`src/rtl/scan_display_pkg.sv`:
```
// Shared types and constants for the multiplexed seven-segment scanner.
// Holds the scan phase, digit count and the hex-to-segment table.
package scan_display_pkg;

    typedef enum logic {
        PH_ON    = 1'b0,
        PH_BLANK = 1'b1
    } phase_t;

    localparam int NUM_DIGITS = 4;

    // Segment patterns {g,f,e,d,c,b,a} for hex digits 0..F.
    localparam logic [6:0] SEG7_TABLE [16] = '{
        7'h3F, 7'h06, 7'h5B, 7'h4F,
        7'h66, 7'h6D, 7'h7D, 7'h07,
        7'h7F, 7'h6F, 7'h77, 7'h7C,
        7'h39, 7'h5E, 7'h79, 7'h71
    };

    function automatic int max2(input int a, input int b);
        return (a > b) ? a : b;
    endfunction

endpackage

```
`src/rtl/scan_display_hex_to_seg7.sv`:
```
// Combinational nibble to seven-segment lookup.
// Output bit0 is segment a, bit6 is segment g, active-high.
module hex_to_seg7
    import scan_display_pkg::*;
(
    input  logic [3:0] nibble,
    output logic [6:0] seg
);

    assign seg = SEG7_TABLE[nibble];

endmodule

```
`src/rtl/scan_display.sv`:
```
// Time-multiplexed 4-digit seven-segment driver with a double-buffered
// frame; new frames are swapped in only at the end of a full scan.
module scan_display
    import scan_display_pkg::*;
#(
    parameter int ON_CYCLES    = 48,
    parameter int BLANK_CYCLES = 16
) (
    input  logic        clk,
    input  logic        rst,
    input  logic [15:0] value,
    input  logic [3:0]  dp_in,
    input  logic [3:0]  mask_in,
    input  logic        load,
    output logic        ready,
    output logic [3:0]  digit,
    output logic [6:0]  seg,
    output logic        dp,
    output logic        frame_done
);

    localparam int TMAX = max2(ON_CYCLES, BLANK_CYCLES);
    localparam int TW   = (TMAX > 1) ? $clog2(TMAX) : 1;

    localparam logic [TW-1:0] ON_LAST    = TW'(ON_CYCLES - 1);
    localparam logic [TW-1:0] BLANK_LAST = TW'(BLANK_CYCLES - 1);
    localparam logic [1:0]    IDX_LAST   = 2'(NUM_DIGITS - 1);

    phase_t        phase;
    logic [1:0]    idx;
    logic [TW-1:0] timer;

    logic [15:0] act_value;
    logic [3:0]  act_dp;
    logic [3:0]  act_mask;

    logic [15:0] sh_value;
    logic [3:0]  sh_dp;
    logic [3:0]  sh_mask;
    logic        shadow_full;

    logic        on_end;
    logic        blank_end;
    logic        boundary;
    logic [3:0]  nibble;
    logic [6:0]  lut_seg;

    assign on_end    = (phase == PH_ON) && (timer == ON_LAST);
    assign blank_end = (phase == PH_BLANK) && (timer == BLANK_LAST);
    assign boundary  = blank_end && (idx == IDX_LAST);

    assign nibble = act_value[idx*4 +: 4];

    hex_to_seg7 u_hex_to_seg7 (
        .nibble (nibble),
        .seg    (lut_seg)
    );

    always_comb begin
        digit = 4'b0000;
        seg   = 7'h00;
        dp    = 1'b0;
        if (phase == PH_ON) begin
            digit = 4'b0001 << idx;
            seg   = act_mask[idx] ? 7'h00 : lut_seg;
            dp    = act_dp[idx] & ~act_mask[idx];
        end
    end

    assign ready      = ~shadow_full;
    assign frame_done = boundary;

    always_ff @(posedge clk) begin
        if (rst) begin
            phase       <= PH_ON;
            idx         <= 2'd0;
            timer       <= '0;
            act_value   <= '0;
            act_dp      <= '0;
            act_mask    <= '0;
            sh_value    <= '0;
            sh_dp       <= '0;
            sh_mask     <= '0;
            shadow_full <= 1'b0;
        end else begin
            unique case (phase)
                PH_ON: begin
                    if (on_end) begin
                        timer <= '0;
                        phase <= PH_BLANK;
                    end else begin
                        timer <= timer + 1'b1;
                    end
                end
                PH_BLANK: begin
                    if (blank_end) begin
                        timer <= '0;
                        phase <= PH_ON;
                        idx   <= idx + 1'b1;
                    end else begin
                        timer <= timer + 1'b1;
                    end
                end
                default: begin
                    timer <= '0;
                    phase <= PH_ON;
                end
            endcase

            // Transfer needs a full shadow, capture needs an empty one,
            // so the two can never fight over shadow_full.
            if (boundary && shadow_full) begin
                act_value   <= sh_value;
                act_dp      <= sh_dp;
                act_mask    <= sh_mask;
                shadow_full <= 1'b0;
            end

            if (load && !shadow_full) begin
                sh_value    <= value;
                sh_dp       <= dp_in;
                sh_mask     <= mask_in;
                shadow_full <= 1'b1;
            end
        end
    end

endmodule
```
`config.mk`:
```
export PLATFORM = sky130hd
export DESIGN_NAME = scan_display
export DESIGN_NICKNAME = d
export VERILOG_FILES = /design/src/rtl/scan_display_pkg.sv /design/src/rtl/scan_display_hex_to_seg7.sv /design/src/rtl/scan_display.sv
export SDC_FILE = /design/constraint.sdc
export NUM_CORES = 1
export LEC_CHECK = 0
export BUFFER_PORTS_ARGS = -buffer_cell sky130_fd_sc_hd__buf_2
export CORE_MARGIN = 1
export CORE_UTILIZATION = 35
export DETAILED_ROUTE_END_ITERATION = 7
export GPL_TIMING_DRIVEN = 0
export SYNTH_ARGS = -nofsm -noshare
export SYNTH_HDL_FRONTEND = slang
export SYNTH_SLANG_ARGS = --single-unit
```
`constraint.sdc`:
```
create_clock -name clk -period 2.37 [get_ports clk]
set_input_delay 0.1185 -clock clk [delete_from_list [all_inputs] [get_ports clk]]
set_output_delay 0.1185 -clock clk [all_outputs]
set_load 0.01 [all_outputs]
```
==> results of run 1 <==
cell type report:
| cell class | count | area (µm²) |
|---|---|---|
| fill | 727 | 3956 |
| multi-input combinational | 203 | 1433 |
| sequential | 58 | 1162 |
| timing repair buffer | 49 | 276.5 |
| clock buffer | 9 | 123.9 |
| tap | 99 | 123.9 |
| buffer | 19 | 102.6 |
| clock inverter | 7 | 46.29 |
| inverter | 7 | 28.78 |
critical path, cell delays in order, from the launching register on:
cell	delay [ns]
dfxtp_2	0.34
buf_8	0.12
mux4_2	0.58
buf_6	0.16
ha_4	0.16
a2111oi_4	0.33
buf_2	0.18
cell usage in the layout (no fill, tap or decap), types with 2 or more instances in the layout:
master	count
mux2i_1	26
inv_1	5
clkinvlp_4	3
buf_2	42
dfxtp_1	57
nor2b_1	6
nand3_1	3
and2_1	2
nand2_1	54
ha_4	5
xor2_1	3
clkbuf_1	12
ha_1	6
clkbuf_8	9
a21oi_1	30
nor2_1	36
buf_4	8
and3_1	2
xnor2_1	3
mux4_2	5
clkinv_2	3
buf_6	3
power by group:
| group | switching [µW] | total [µW] | internal (µW) | leakage (µW) |
|---|---|---|---|---|
| combinational | 62.1 | 104 | 41.8 | 0.000967 |
| clock | 396 | 769 | 373 | 0.0000810 |
| sequential | 16.2 | 1020 | 1000 | 0.000472 |
sequential cells by signal (all words and copies together) (netlist names):
register and count:
idx 2, sh_mask 4, sh_dp 4, act_mask 4, shadow_full 1, sh_value 16, act_value 16, timer 6
act_dp 4, phase 1
timing repair:
item,4_1_cts,5_1_grt
setup buffers,5,4
hold endpoints to repair,1,0
gates cloned,0,0
endpoints found under the setup margin,8,5
hold buffers,1,0
pin swaps,1,5
gates resized for setup,11,13
metrics by stage:
step            TNS, ns  hold slack (ns)  total power (µW)  util (%)  setup slack [ns]
3_5_place_dp          0           0.3652              1146     40.66           0.04553
6_report              0          0.01507              1893     45.45           0.03788
4_1_cts        -0.03935         0.001319              1916     44.06          -0.02439
5_1_grt         -0.1023         0.009365              1978     45.45          -0.05202
3_3_place_gp          0           0.3610              1143     40.66           0.03492
2_1_floorplan         0           0.2545              1100         -            0.2647
cells by family after synthesis:
| kind of cell | synth area share [%] |
|---|---|
| AOI/OAI and AO/OA | 8.896 |
| xor gates and xnor gates | 1.998 |
| adders and majority gates | 5.233 |
| buffers and inverters | 4.710 |
| DFF | 44.15 |
| muxes | 16.32 |
| and+or+nand+nor | 18.70 |
routing by layer:
| metal | routed length [µm] | track usage, % |
|---|---|---|
| met5 | 0 | 0 |
| met4 | 87 | 7.478 |
| met3 | 207 | 3.918 |
| met2 | 2582 | 22.73 |
| met1 | 2769 | 20.55 |
worst max-delay path by stage:
stage,startpoint,end,depth (start not counted)
detailed placement,idx[0]$_SDFFE_PP0P_,seg[2],7
global route,idx[0]$_SDFFE_PP0P_,seg[4],7
finish,idx[0]$_SDFFE_PP0P_,seg[2],6
CTS,idx[0]$_SDFFE_PP0P_,seg[2],6
global placement,idx[0]$_SDFFE_PP0P_,seg[2],7
floorplan,idx[0]$_SDFFE_PP0P_,seg[2],6
==> report_table.html, run 1 <==
<table>
<tr><th>Metric</th><th>Value</th></tr>
<tr><th colspan="2">Timing</th></tr>
<tr><td>Fmax achieved</td><td>0.4288 GHz</td></tr>
<tr><td>Headroom to the max-slew limit</td><td>64.64%</td></tr>
<tr><td>Min Clock Period, post-route</td><td>2.332 ns</td></tr>
<tr><td>Final Skew</td><td>0.009542 ns</td></tr>
<tr><td>Fraction of the cycle the final worst path needs</td><td>98.40%</td></tr>
<tr><td>Number of max-slew violations in the final report</td><td>0</td></tr>
<tr><td>Setup violations, final</td><td>0</td></tr>
<tr><td>Endpoints failing hold</td><td>0</td></tr>
<tr><td>Transition at the pin with the smallest max-transition slack</td><td>0.5304 ns</td></tr>
<tr><td>RSZ-0062 raised after global routing</td><td>true</td></tr>
<tr><th colspan="2">Synth</th></tr>
<tr><td>Number of standard cells after synthesis</td><td>287</td></tr>
<tr><td>Synthesized area per cell</td><td>9.164 µm²</td></tr>
<tr><td>Top cells by area in the synthesized netlist</td><td>dfxtp_1, mux2i_1, nand2_1, a21oi_1, nor2_1</td></tr>
<tr><td>Netlist Area Pre-Place</td><td>2630 µm²</td></tr>
<tr><td>Synth area leader</td><td>dfxtp_1</td></tr>
<tr><td>Number of different library cells in the post-synthesis netlist</td><td>37</td></tr>
<tr><td>Share of Yosys cell area claimed by the top area cell type</td><td>44.15%</td></tr>
<tr><td>Async set-or-reset flop fraction in the synthesized netlist</td><td>0%</td></tr>
<tr><td>Top post-synthesis cells by count</td><td>dfxtp_1, nand2_1, nor2_1</td></tr>
<tr><td>Leading register cell type out of synthesis</td><td>dfxtp_1</td></tr>
<tr><td>Synth warnings</td><td>0</td></tr>
<tr><td>Post-synthesis sequential area ratio</td><td>44.15%</td></tr>
<tr><td>EDFF count, synth</td><td>0</td></tr>
<tr><td>Count leader, synth</td><td>dfxtp_1</td></tr>
<tr><td>Post-synthesis sequential element count</td><td>58</td></tr>
<tr><td>Syn_nets</td><td>325</td></tr>
<tr><th colspan="2">Clock network</th></tr>
<tr><td>CTS H-Tree Depth</td><td>3</td></tr>
<tr><td>Clock latency reported for the late side of the worst-skew pair</td><td>0.34 ns</td></tr>
<tr><td>Clock root buffer</td><td>clkbuf_8</td></tr>
<tr><td>TritonCTS clock tree</td><td>done</td></tr>
<tr><td>CTS Buffer Depth</td><td>2</td></tr>
<tr><td>Worst-path clk slew</td><td>0.07 ns</td></tr>
<tr><td>Number of clock sinks</td><td>58</td></tr>
<tr><td>Clock buffer count from CTS</td><td>9</td></tr>
<tr><th colspan="2">Final layout</th></tr>
<tr><td>Area Growth Syn to Fin</td><td>25.36%</td></tr>
<tr><td>Share of layout cells above drive strength 1</td><td>26.99%</td></tr>
<tr><td>Antenna cells</td><td>0</td></tr>
<tr><td>Finished Cell Area</td><td>3297 µm²</td></tr>
<tr><td>Final Instance Count excl. Fillers</td><td>451</td></tr>
<tr><td>Total Nets Final</td><td>385</td></tr>
<tr><th colspan="2">Critical path</th></tr>
<tr><td>Number of cells on the worst reg-to-reg path</td><td>7</td></tr>
<tr><td>Critical path class</td><td>flip-flop to output pin</td></tr>
<tr><td>CP startpoint kind</td><td>flip-flop</td></tr>
<tr><td>Worst reg-to-reg setup slack</td><td>0.37 ns</td></tr>
<tr><td>Endpoint of the worst register-to-register path</td><td>act_value[7]$_SDFFE_PP0P_</td></tr>
<tr><td>Beginning of the worst register-to-register path</td><td>timer[0]$_SDFF_PP0_</td></tr>
<tr><td>CP Max Fanout</td><td>6</td></tr>
<tr><td>CP Data Required Time</td><td>2.25 ns</td></tr>
<tr><td>Data arrival time of the worst path</td><td>2.21 ns</td></tr>
<tr><td>Category of the worst setup path capture point</td><td>output pin</td></tr>
<tr><th colspan="2">Detailed routing</th></tr>
<tr><td>1st-iter DRT viols</td><td>85</td></tr>
<tr><td>WL/cell</td><td>12.52 µm</td></tr>
<tr><td>DR vias</td><td>2059</td></tr>
<tr><td>Final wirelength</td><td>5646 µm</td></tr>
<tr><td>Number of detailed-route iterations in the first pass</td><td>4</td></tr>
<tr><td>Vias per cell</td><td>4.565</td></tr>
<tr><td>Detail Route Antenna Nets</td><td>0</td></tr>
<tr><td>DRC violation count after routing</td><td>0</td></tr>
<tr><th colspan="2">Floorplan</th></tr>
<tr><td>Chip height</td><td>88.69 µm</td></tr>
<tr><td>Number of standard-cell rows in the floorplan</td><td>31</td></tr>
<tr><td>Total I/O pin count</td><td>41</td></tr>
<tr><td>Effective utilization at floorplan</td><td>36.26%</td></tr>
<tr><td>Total die area</td><td>7865 µm²</td></tr>
<tr><td>Core region area</td><td>7253 µm²</td></tr>
<tr><td>Die Span X</td><td>88.69 µm</td></tr>
<tr><th colspan="2">Placed design</th></tr>
<tr><td>Total of buffers placed on input and output ports</td><td>39</td></tr>
<tr><td>Last weighted congestion value of the routability-driven placer</td><td>0.7906</td></tr>
<tr><td>Standard cell area after detailed placement</td><td>2949 µm²</td></tr>
<tr><td>Cells after DPL</td><td>425</td></tr>
<tr><td>Half-perimeter wire length after detailed placement</td><td>3876 µm</td></tr>
<tr><th colspan="2">GRT</th></tr>
<tr><td>First-pass GRT wire length</td><td>8880 µm</td></tr>
<tr><td>Pin count of the biggest net entering global routing</td><td>12</td></tr>
<tr><td>Global-route congestion overflow total</td><td>0</td></tr>
<tr><td>Total routing resource utilization after global routing</td><td>15.27%</td></tr>
<tr><td>Via count of the first global-routing pass</td><td>1889</td></tr>
<tr><td>Number of antenna violations at the first check in global routing</td><td>0</td></tr>
<tr><th colspan="2">Pwr</th></tr>
<tr><td>Pwr dens</td><td>574.1 nW/µm²</td></tr>
<tr><td>Leak pwr</td><td>0.001520 µW</td></tr>
<tr><td>Max rail drop VDD</td><td>0.0003553 V</td></tr>
<tr><th colspan="2">Hold path</th></tr>
<tr><td>Hold wc startpoint</td><td>value[5]</td></tr>
<tr><td>Min-Delay Path Depth</td><td>3</td></tr>
<tr><td>Hold Crit Endpoint</td><td>sh_value[5]$_SDFFE_PP0P_</td></tr>
<tr><td>Worst hold path type</td><td>primary input to flip-flop</td></tr>
<tr><th colspan="2">Job</th></tr>
<tr><td>Number of violations of the max-capacitance limit</td><td>0</td></tr>
<tr><th colspan="2">Run status</th></tr>
<tr><td>Run status</td><td>complete, no violations</td></tr>
</table>
No activity file was read; power rests on OpenSTA's default activity.
==> run 2, diff against run 1 <==
- RECOVER_POWER: unset -> 50
==> run 2 against run 1 <==
  * Sequential share of layout area about the same
  * First-iteration DRC count unchanged
  * Non-clock buffer count unchanged
  * Final cell count unchanged
  * Critical endpoint unchanged
  * Largest power group unchanged
  * Highest routed layer unchanged
  * Count of clock-buffer cells in the layout unchanged
  * Critical path depth unchanged
  * Global-route usage unchanged
  * Final area about the same
  * Fmax about the same
==> report_table.html, run 2 (same netlist as run 1, synthesis figures left out) <==
<table>
<tr><th>Metric</th><th>Value</th></tr>
<tr><th colspan="2">Run status</th></tr>
<tr><td>Run status</td><td>complete, no violations</td></tr>
<tr><th colspan="2">Placed design</th></tr>
<tr><td>Last weighted congestion value of the routability-driven placer</td><td>0.7906</td></tr>
<tr><td>Total of buffers placed on input and output ports</td><td>39</td></tr>
<tr><td>Worst setup slack before clock tree synthesis</td><td>0.04553 ns</td></tr>
<tr><td>Half-perimeter wire length after detailed placement</td><td>3876 µm</td></tr>
<tr><td>Cells after DPL</td><td>425</td></tr>
<tr><th colspan="2">Critical path</th></tr>
<tr><td>CP Data Required Time</td><td>2.25 ns</td></tr>
<tr><td>Data arrival time of the worst path</td><td>2.21 ns</td></tr>
<tr><td>Category of the worst setup path capture point</td><td>output pin</td></tr>
<tr><td>Worst reg-to-reg setup slack</td><td>0.38 ns</td></tr>
<tr><td>Critical path class</td><td>flip-flop to output pin</td></tr>
<tr><td>CP Max Fanout</td><td>6</td></tr>
<tr><td>CP startpoint kind</td><td>flip-flop</td></tr>
<tr><th colspan="2">Floorplan</th></tr>
<tr><td>Total I/O pin count</td><td>41</td></tr>
<tr><td>Number of standard-cell rows in the floorplan</td><td>31</td></tr>
<tr><td>Core region area</td><td>7253 µm²</td></tr>
<tr><td>Die Span X</td><td>88.69 µm</td></tr>
<tr><td>Total die area</td><td>7865 µm²</td></tr>
<tr><td>Chip height</td><td>88.69 µm</td></tr>
<tr><td>Effective utilization at floorplan</td><td>36.26%</td></tr>
<tr><th colspan="2">Final layout</th></tr>
<tr><td>Antenna cells</td><td>0</td></tr>
<tr><td>Registers with the highest flip-flop counts</td><td>act_value (16), sh_value (16), timer (6)</td></tr>
<tr><td>Total Nets Final</td><td>385</td></tr>
<tr><td>Final Instance Count excl. Fillers</td><td>451</td></tr>
<tr><td>Area Growth Syn to Fin</td><td>25.26%</td></tr>
<tr><td>Share of layout cells above drive strength 1</td><td>26.42%</td></tr>
<tr><td>Utilization after layout</td><td>45.42%</td></tr>
<tr><td>Most common cell after layout, fill and taps aside</td><td>dfxtp_1</td></tr>
<tr><td>Commonest cells after routing, fill and taps aside</td><td>dfxtp_1, nand2_1, buf_2</td></tr>
<tr><th colspan="2">Clock network</th></tr>
<tr><td>Clock root buffer</td><td>clkbuf_8</td></tr>
<tr><td>Number of clock sinks</td><td>58</td></tr>
<tr><td>Clock latency reported for the late side of the worst-skew pair</td><td>0.34 ns</td></tr>
<tr><td>Worst-path clk slew</td><td>0.07 ns</td></tr>
<tr><td>CTS H-Tree Depth</td><td>3</td></tr>
<tr><td>CTS Buffer Depth</td><td>2</td></tr>
<tr><td>Clock buffer count from CTS</td><td>9</td></tr>
<tr><td>TritonCTS clock tree</td><td>done</td></tr>
<tr><th colspan="2">GRT</th></tr>
<tr><td>Total routing resource utilization after global routing</td><td>15.27%</td></tr>
<tr><td>Pin count of the biggest net entering global routing</td><td>12</td></tr>
<tr><td>First-pass GRT wire length</td><td>8880 µm</td></tr>
<tr><td>Global-route congestion overflow total</td><td>0</td></tr>
<tr><td>Number of antenna violations at the first check in global routing</td><td>0</td></tr>
<tr><td>Via count of the first global-routing pass</td><td>1889</td></tr>
<tr><th colspan="2">Detailed routing</th></tr>
<tr><td>Detail Route Antenna Nets</td><td>0</td></tr>
<tr><td>Final wirelength</td><td>5647 µm</td></tr>
<tr><td>DR vias</td><td>2058</td></tr>
<tr><td>1st-iter DRT viols</td><td>85</td></tr>
<tr><td>Vias per cell</td><td>4.563</td></tr>
<tr><td>WL/cell</td><td>12.52 µm</td></tr>
<tr><td>DRC violation count after routing</td><td>0</td></tr>
<tr><td>Number of detailed-route iterations in the first pass</td><td>4</td></tr>
<tr><th colspan="2">Job</th></tr>
<tr><td>Number of violations of the max-capacitance limit</td><td>0</td></tr>
<tr><th colspan="2">Pwr</th></tr>
<tr><td>Max rail drop VDD</td><td>0.0003553 V</td></tr>
<tr><td>Pwr dens</td><td>574.4 nW/µm²</td></tr>
<tr><td>Leak pwr</td><td>0.001513 µW</td></tr>
<tr><th colspan="2">Timing</th></tr>
<tr><td>Setup violations, final</td><td>0</td></tr>
<tr><td>Headroom to the max-slew limit</td><td>64.63%</td></tr>
<tr><td>RSZ-0062 raised after global routing</td><td>true</td></tr>
<tr><td>Fmax achieved</td><td>0.4288 GHz</td></tr>
<tr><td>Min Clock Period, post-route</td><td>2.332 ns</td></tr>
<tr><td>Final worst-path setup slack</td><td>0.03807 ns</td></tr>
<tr><td>Post-route worst hold slack</td><td>0.01526 ns</td></tr>
<tr><td>Transition at the pin with the smallest max-transition slack</td><td>0.5305 ns</td></tr>
<tr><td>Fraction of the cycle the final worst path needs</td><td>98.39%</td></tr>
<tr><td>Final Skew</td><td>0.009542 ns</td></tr>
<tr><td>Endpoints failing hold</td><td>0</td></tr>
<tr><td>Number of max-slew violations in the final report</td><td>0</td></tr>
<tr><th colspan="2">Hold path</th></tr>
<tr><td>Worst hold path type</td><td>primary input to flip-flop</td></tr>
</table>
[run 2: stage by stage]
| stage | area [µm²] | setup TNS (ns) | power, µW |
|---|---|---|---|
| after global placement | 2949 | 0 | 1143 |
| after floorplan | 2630 | 0 | 1100 |
| after CTS | 3196 | -0.03935 | 1916 |
| after detailed placement | 2949 | 0 | 1146 |
| after global routing | 3294 | -0.1023 | 1978 |
| final | 3294 | 0 | 1892 |
[run 2: worst paths after layout]
path | cells past startpoint | end | start
worst max-delay path | 6 | seg[2] | idx[0]$_SDFFE_PP0P_
worst min register to register | 1 | timer[0]$_SDFF_PP0_ | timer[0]$_SDFF_PP0_
worst max register to register | 7 | act_value[7]$_SDFFE_PP0P_ | timer[0]$_SDFF_PP0_
worst min-delay path | 3 | sh_value[5]$_SDFFE_PP0P_ | value[5]
[run 2: repair_timing]
action / 4_1_cts / 5_1_grt
endpoints found under the setup margin: 8 / 5
resized for setup: 11 / 13
hold buffers: 1 / 0
pin swaps: 1 / 5
endpoints found under the hold margin: 1 / 0
setup buffers: 5 / 4
[run 2: critical path, cell delays in order (launching register included)]
cell,delay (ns)
dfxtp_2,0.34
buf_8,0.12
mux4_2,0.58
buf_6,0.16
ha_4,0.16
a2111oi_4,0.33
buf_2,0.18
[run 2: metal layers]
metal / share of wire, % / track usage, %
met1: 49 / 20.55
met2: 46 / 22.73
met3: 3.7 / 3.918
met4: 1.5 / 7.478
met5: 0 / 0
[run 2: layout make-up]
cell class	instances	area, µm²
sequential	58	1162
buffer	19	102.6
multi-input combinational	203	1433
timing repair buffer	49	274.0
fill	727	3959
clock buffer	9	123.9
tap	99	123.9
inverter	7	28.78
clock inverter	7	46.29
[run 2: where the power goes]
| group | total [µW] | internal (µW) | switching [µW] |
|---|---|---|---|
| clock | 769 | 373 | 396 |
| combinational | 104 | 41.5 | 62.1 |
| sequential | 1020 | 1000 | 16.2 |
==> run 3, diff against run 2 <==
- ABC_AREA: unset -> 1
==> run 3 against run 2 <==
  * First-iteration DRC count increased by 41%
  * Global-route usage increased by 1.3 points
  * Via count increased by 24%
  * Register-to-register slack improved by 0.35 ns
  * Non-clock buffer count decreased by 8
  * Die area increased by 7.0%
  * Critical endpoint is now seg[6]
==> report_table.html, run 3 <==
<table>
<tr><th>Metric</th><th>Value</th></tr>
<tr><th colspan="2">Run status</th></tr>
<tr><td>Run status</td><td>complete, no violations</td></tr>
<tr><th colspan="2">Detailed routing</th></tr>
<tr><td>DRC violation count after routing</td><td>0</td></tr>
<tr><td>Final wirelength</td><td>6212 µm</td></tr>
<tr><td>Detail Route Antenna Nets</td><td>0</td></tr>
<tr><td>Number of detailed-route iterations in the first pass</td><td>4</td></tr>
<tr><td>WL/cell</td><td>10.71 µm</td></tr>
<tr><td>DR vias</td><td>2558</td></tr>
<tr><td>Vias per cell</td><td>4.410</td></tr>
<tr><td>1st-iter DRT viols</td><td>120</td></tr>
<tr><th colspan="2">Job</th></tr>
<tr><td>Number of violations of the max-capacitance limit</td><td>0</td></tr>
<tr><th colspan="2">Synth</th></tr>
<tr><td>Synth area leader</td><td>dfxtp_1</td></tr>
<tr><td>Top post-synthesis cells by count</td><td>nor2_1, nand2_1, dfxtp_1</td></tr>
<tr><td>Count leader, synth</td><td>nor2_1</td></tr>
<tr><td>Leading register cell type out of synthesis</td><td>dfxtp_1</td></tr>
<tr><td>Netlist Area Pre-Place</td><td>2819 µm²</td></tr>
<tr><td>Number of standard cells after synthesis</td><td>420</td></tr>
<tr><td>Async set-or-reset flop fraction in the synthesized netlist</td><td>0%</td></tr>
<tr><td>Top cells by area in the synthesized netlist</td><td>dfxtp_1, nor2_1, nand2_1, o21ai_0, inv_1</td></tr>
<tr><td>Post-synthesis sequential area ratio</td><td>41.19%</td></tr>
<tr><td>Share of Yosys cell area claimed by the top area cell type</td><td>41.19%</td></tr>
<tr><td>Number of different library cells in the post-synthesis netlist</td><td>27</td></tr>
<tr><td>Synth warnings</td><td>0</td></tr>
<tr><td>Synthesized area per cell</td><td>6.712 µm²</td></tr>
<tr><td>Post-synthesis sequential element count</td><td>58</td></tr>
<tr><td>EDFF count, synth</td><td>0</td></tr>
<tr><td>Syn_nets</td><td>458</td></tr>
<tr><th colspan="2">GRT</th></tr>
<tr><td>Total routing resource utilization after global routing</td><td>16.59%</td></tr>
<tr><td>Number of antenna violations at the first check in global routing</td><td>0</td></tr>
<tr><td>Pin count of the biggest net entering global routing</td><td>12</td></tr>
<tr><td>First-pass GRT wire length</td><td>10980 µm</td></tr>
<tr><td>Via count of the first global-routing pass</td><td>2490</td></tr>
<tr><td>Global-route congestion overflow total</td><td>0</td></tr>
<tr><th colspan="2">Pwr</th></tr>
<tr><td>Leak pwr</td><td>0.001698 µW</td></tr>
<tr><td>Max rail drop VDD</td><td>0.0002413 V</td></tr>
<tr><td>Pwr dens</td><td>602.1 nW/µm²</td></tr>
<tr><th colspan="2">Floorplan</th></tr>
<tr><td>Total die area</td><td>8417 µm²</td></tr>
<tr><td>Total I/O pin count</td><td>41</td></tr>
<tr><td>Chip height</td><td>91.75 µm</td></tr>
<tr><td>Effective utilization at floorplan</td><td>36.29%</td></tr>
<tr><td>Core region area</td><td>7767 µm²</td></tr>
<tr><td>Number of standard-cell rows in the floorplan</td><td>32</td></tr>
<tr><td>Die Span X</td><td>91.75 µm</td></tr>
<tr><th colspan="2">Critical path</th></tr>
<tr><td>Critical path class</td><td>flip-flop to output pin</td></tr>
<tr><td>Data arrival time of the worst path</td><td>2.07 ns</td></tr>
<tr><td>CP Data Required Time</td><td>2.25 ns</td></tr>
<tr><td>Category of the worst setup path capture point</td><td>output pin</td></tr>
<tr><td>CP Max Fanout</td><td>11</td></tr>
<tr><td>CP startpoint kind</td><td>flip-flop</td></tr>
<tr><th colspan="2">Clock network</th></tr>
<tr><td>Clock buffer count from CTS</td><td>9</td></tr>
<tr><td>Number of clock sinks</td><td>58</td></tr>
<tr><td>TritonCTS clock tree</td><td>done</td></tr>
<tr><td>Worst-path clk slew</td><td>0.07 ns</td></tr>
<tr><td>CTS Buffer Depth</td><td>2</td></tr>
<tr><td>Clock root buffer</td><td>clkbuf_8</td></tr>
<tr><td>CTS H-Tree Depth</td><td>3</td></tr>
<tr><td>Clock latency reported for the late side of the worst-skew pair</td><td>0.34 ns</td></tr>
<tr><th colspan="2">Final layout</th></tr>
<tr><td>Final Instance Count excl. Fillers</td><td>580</td></tr>
<tr><td>Antenna cells</td><td>0</td></tr>
<tr><td>Area Growth Syn to Fin</td><td>18.55%</td></tr>
<tr><td>Share of layout cells above drive strength 1</td><td>17.15%</td></tr>
<tr><td>Most common cell after layout, fill and taps aside</td><td>nor2_1</td></tr>
<tr><td>Registers with the highest flip-flop counts</td><td>act_value (16), sh_value (16), timer (6)</td></tr>
<tr><td>Commonest cells after routing, fill and taps aside</td><td>nor2_1, nand2_1, dfxtp_1</td></tr>
<tr><td>Total Nets Final</td><td>511</td></tr>
<tr><th colspan="2">Timing</th></tr>
<tr><td>Setup violations, final</td><td>0</td></tr>
<tr><td>Final Skew</td><td>0.008681 ns</td></tr>
<tr><td>Fraction of the cycle the final worst path needs</td><td>92.33%</td></tr>
<tr><td>Fmax achieved</td><td>0.4570 GHz</td></tr>
<tr><td>RSZ-0062 raised after global routing</td><td>false</td></tr>
<tr><td>Headroom to the max-slew limit</td><td>66.26%</td></tr>
<tr><td>Min Clock Period, post-route</td><td>2.188 ns</td></tr>
<tr><td>Endpoints failing hold</td><td>0</td></tr>
<tr><td>Total Neg Setup Slack</td><td>0 ns</td></tr>
<tr><td>Transition at the pin with the smallest max-transition slack</td><td>0.5061 ns</td></tr>
<tr><td>Number of max-slew violations in the final report</td><td>0</td></tr>
<tr><th colspan="2">Placed design</th></tr>
<tr><td>Last weighted congestion value of the routability-driven placer</td><td>0.7968</td></tr>
<tr><td>Cells after DPL</td><td>562</td></tr>
<tr><td>Half-perimeter wire length after detailed placement</td><td>4563 µm</td></tr>
<tr><td>Total of buffers placed on input and output ports</td><td>40</td></tr>
<tr><th colspan="2">Hold path</th></tr>
<tr><td>Worst hold path type</td><td>primary input to flip-flop</td></tr>
</table>
[run 3: changes by cell type in the layout (fill, tap and decap cells not counted), sizes merged, moves of 5 or more]
cell | before | now
nor2 | 38 | 121
nand2 | 55 | 98
inv | 7 | 42
o21ai | 2 | 31
mux2i | 26 | 0
a21oi | 31 | 10
nand3 | 3 | 21
mux4 | 6 | 0
nor2b | 6 | 0
buf | 52 | 47
[run 3: final cells by class]
class                           count  area (µm²)
Inverter                           43       163.9
Buffer                             18       105.1
Multi-Input combinational cell    301        1383
Timing Repair Buffer               42       215.2
Clock buffer                       10       127.6
Tap cell                          102       127.6
Sequential cell                    58        1162
Fill cell                         882        4425
Clock inverter                      6       57.56
[run 3: cells by family after synthesis]
| kind of cell | Yosys count | synth area share, % |
|---|---|---|
| adders and majority gates | 11 | 4.882 |
| DFF | 58 | 41.19 |
| and+or+nand+nor | 244 | 35.38 |
| AOI/OAI and AO/OA | 43 | 7.945 |
| buffers and inverters | 61 | 9.676 |
| xor gates and xnor gates | 3 | 0.9323 |
[run 3: per-stage QoR]
stage / total power [µW] / setup WS [ns] / util [%] / cell area, µm² / hold WS [ns]
after floorplan: 1124 / 0.6776 / - / 2819 / 0.1876
after global placement: 1168 / 0.3610 / 40.51 / 3147 / 0.3272
after detailed placement: 1172 / 0.3475 / 40.51 / 3147 / 0.3362
after CTS: 2043 / 0.002647 / 43.06 / 3344 / 0.01182
after global routing: 2111 / 0.02667 / 43.03 / 3342 / 0.02784
final: 2012 / 0.1818 / 43.03 / 3342 / 0.02746
[run 3: what timing repair did]
item / 4_1_cts / 5_1_grt
endpoints found under the hold margin: 2 / 0
setup buffers: 0 / 1
hold buffers: 1 / 0
pin swaps: 0 / 1
gates resized for setup: 1 / 3
endpoints found under the setup margin: 3 / 7
[run 3: per-layer routing]
metal | global-route usage [%] | wire [µm]
met2 | 28.51 | 2867
met5 | 0 | 0
met1 | 19.89 | 3013
met3 | 3.897 | 247
met4 | 6.771 | 84
[run 3: critical path, stage by stage, from the launching register on]
cell     delay (ns)
dfxtp_2        0.36
inv_2          0.12
buf_6          0.16
nand2_1        0.06
nand3_1        0.07
nand2_2        0.11
inv_2          0.11
ha_1           0.18
nand3_1        0.16
a21oi_1        0.21
nor2_1         0.05
buf_2          0.14
[run 3: final timing paths]
kind / slack, ns / from / depth (start not counted) / to
setup / recovery: 0.18 / idx[0]$_SDFFE_PP0P_ / 11 / seg[6]
setup reg to reg: 0.73 / timer[0]$_SDFF_PP0_ / 7 / act_mask[3]$_SDFFE_PP0P_
hold / removal: 0.03 / load / 3 / shadow_full$_SDFFE_PP0P_
hold reg to reg: 0.45 / timer[0]$_SDFF_PP0_ / 1 / timer[0]$_SDFF_PP0_
[run 3: where the power goes]
group,internal (µW),switching [µW],total [µW]
Sequential,1010,22.0,1030
Clock,478,388,866
Combinational,46.1,65.7,112
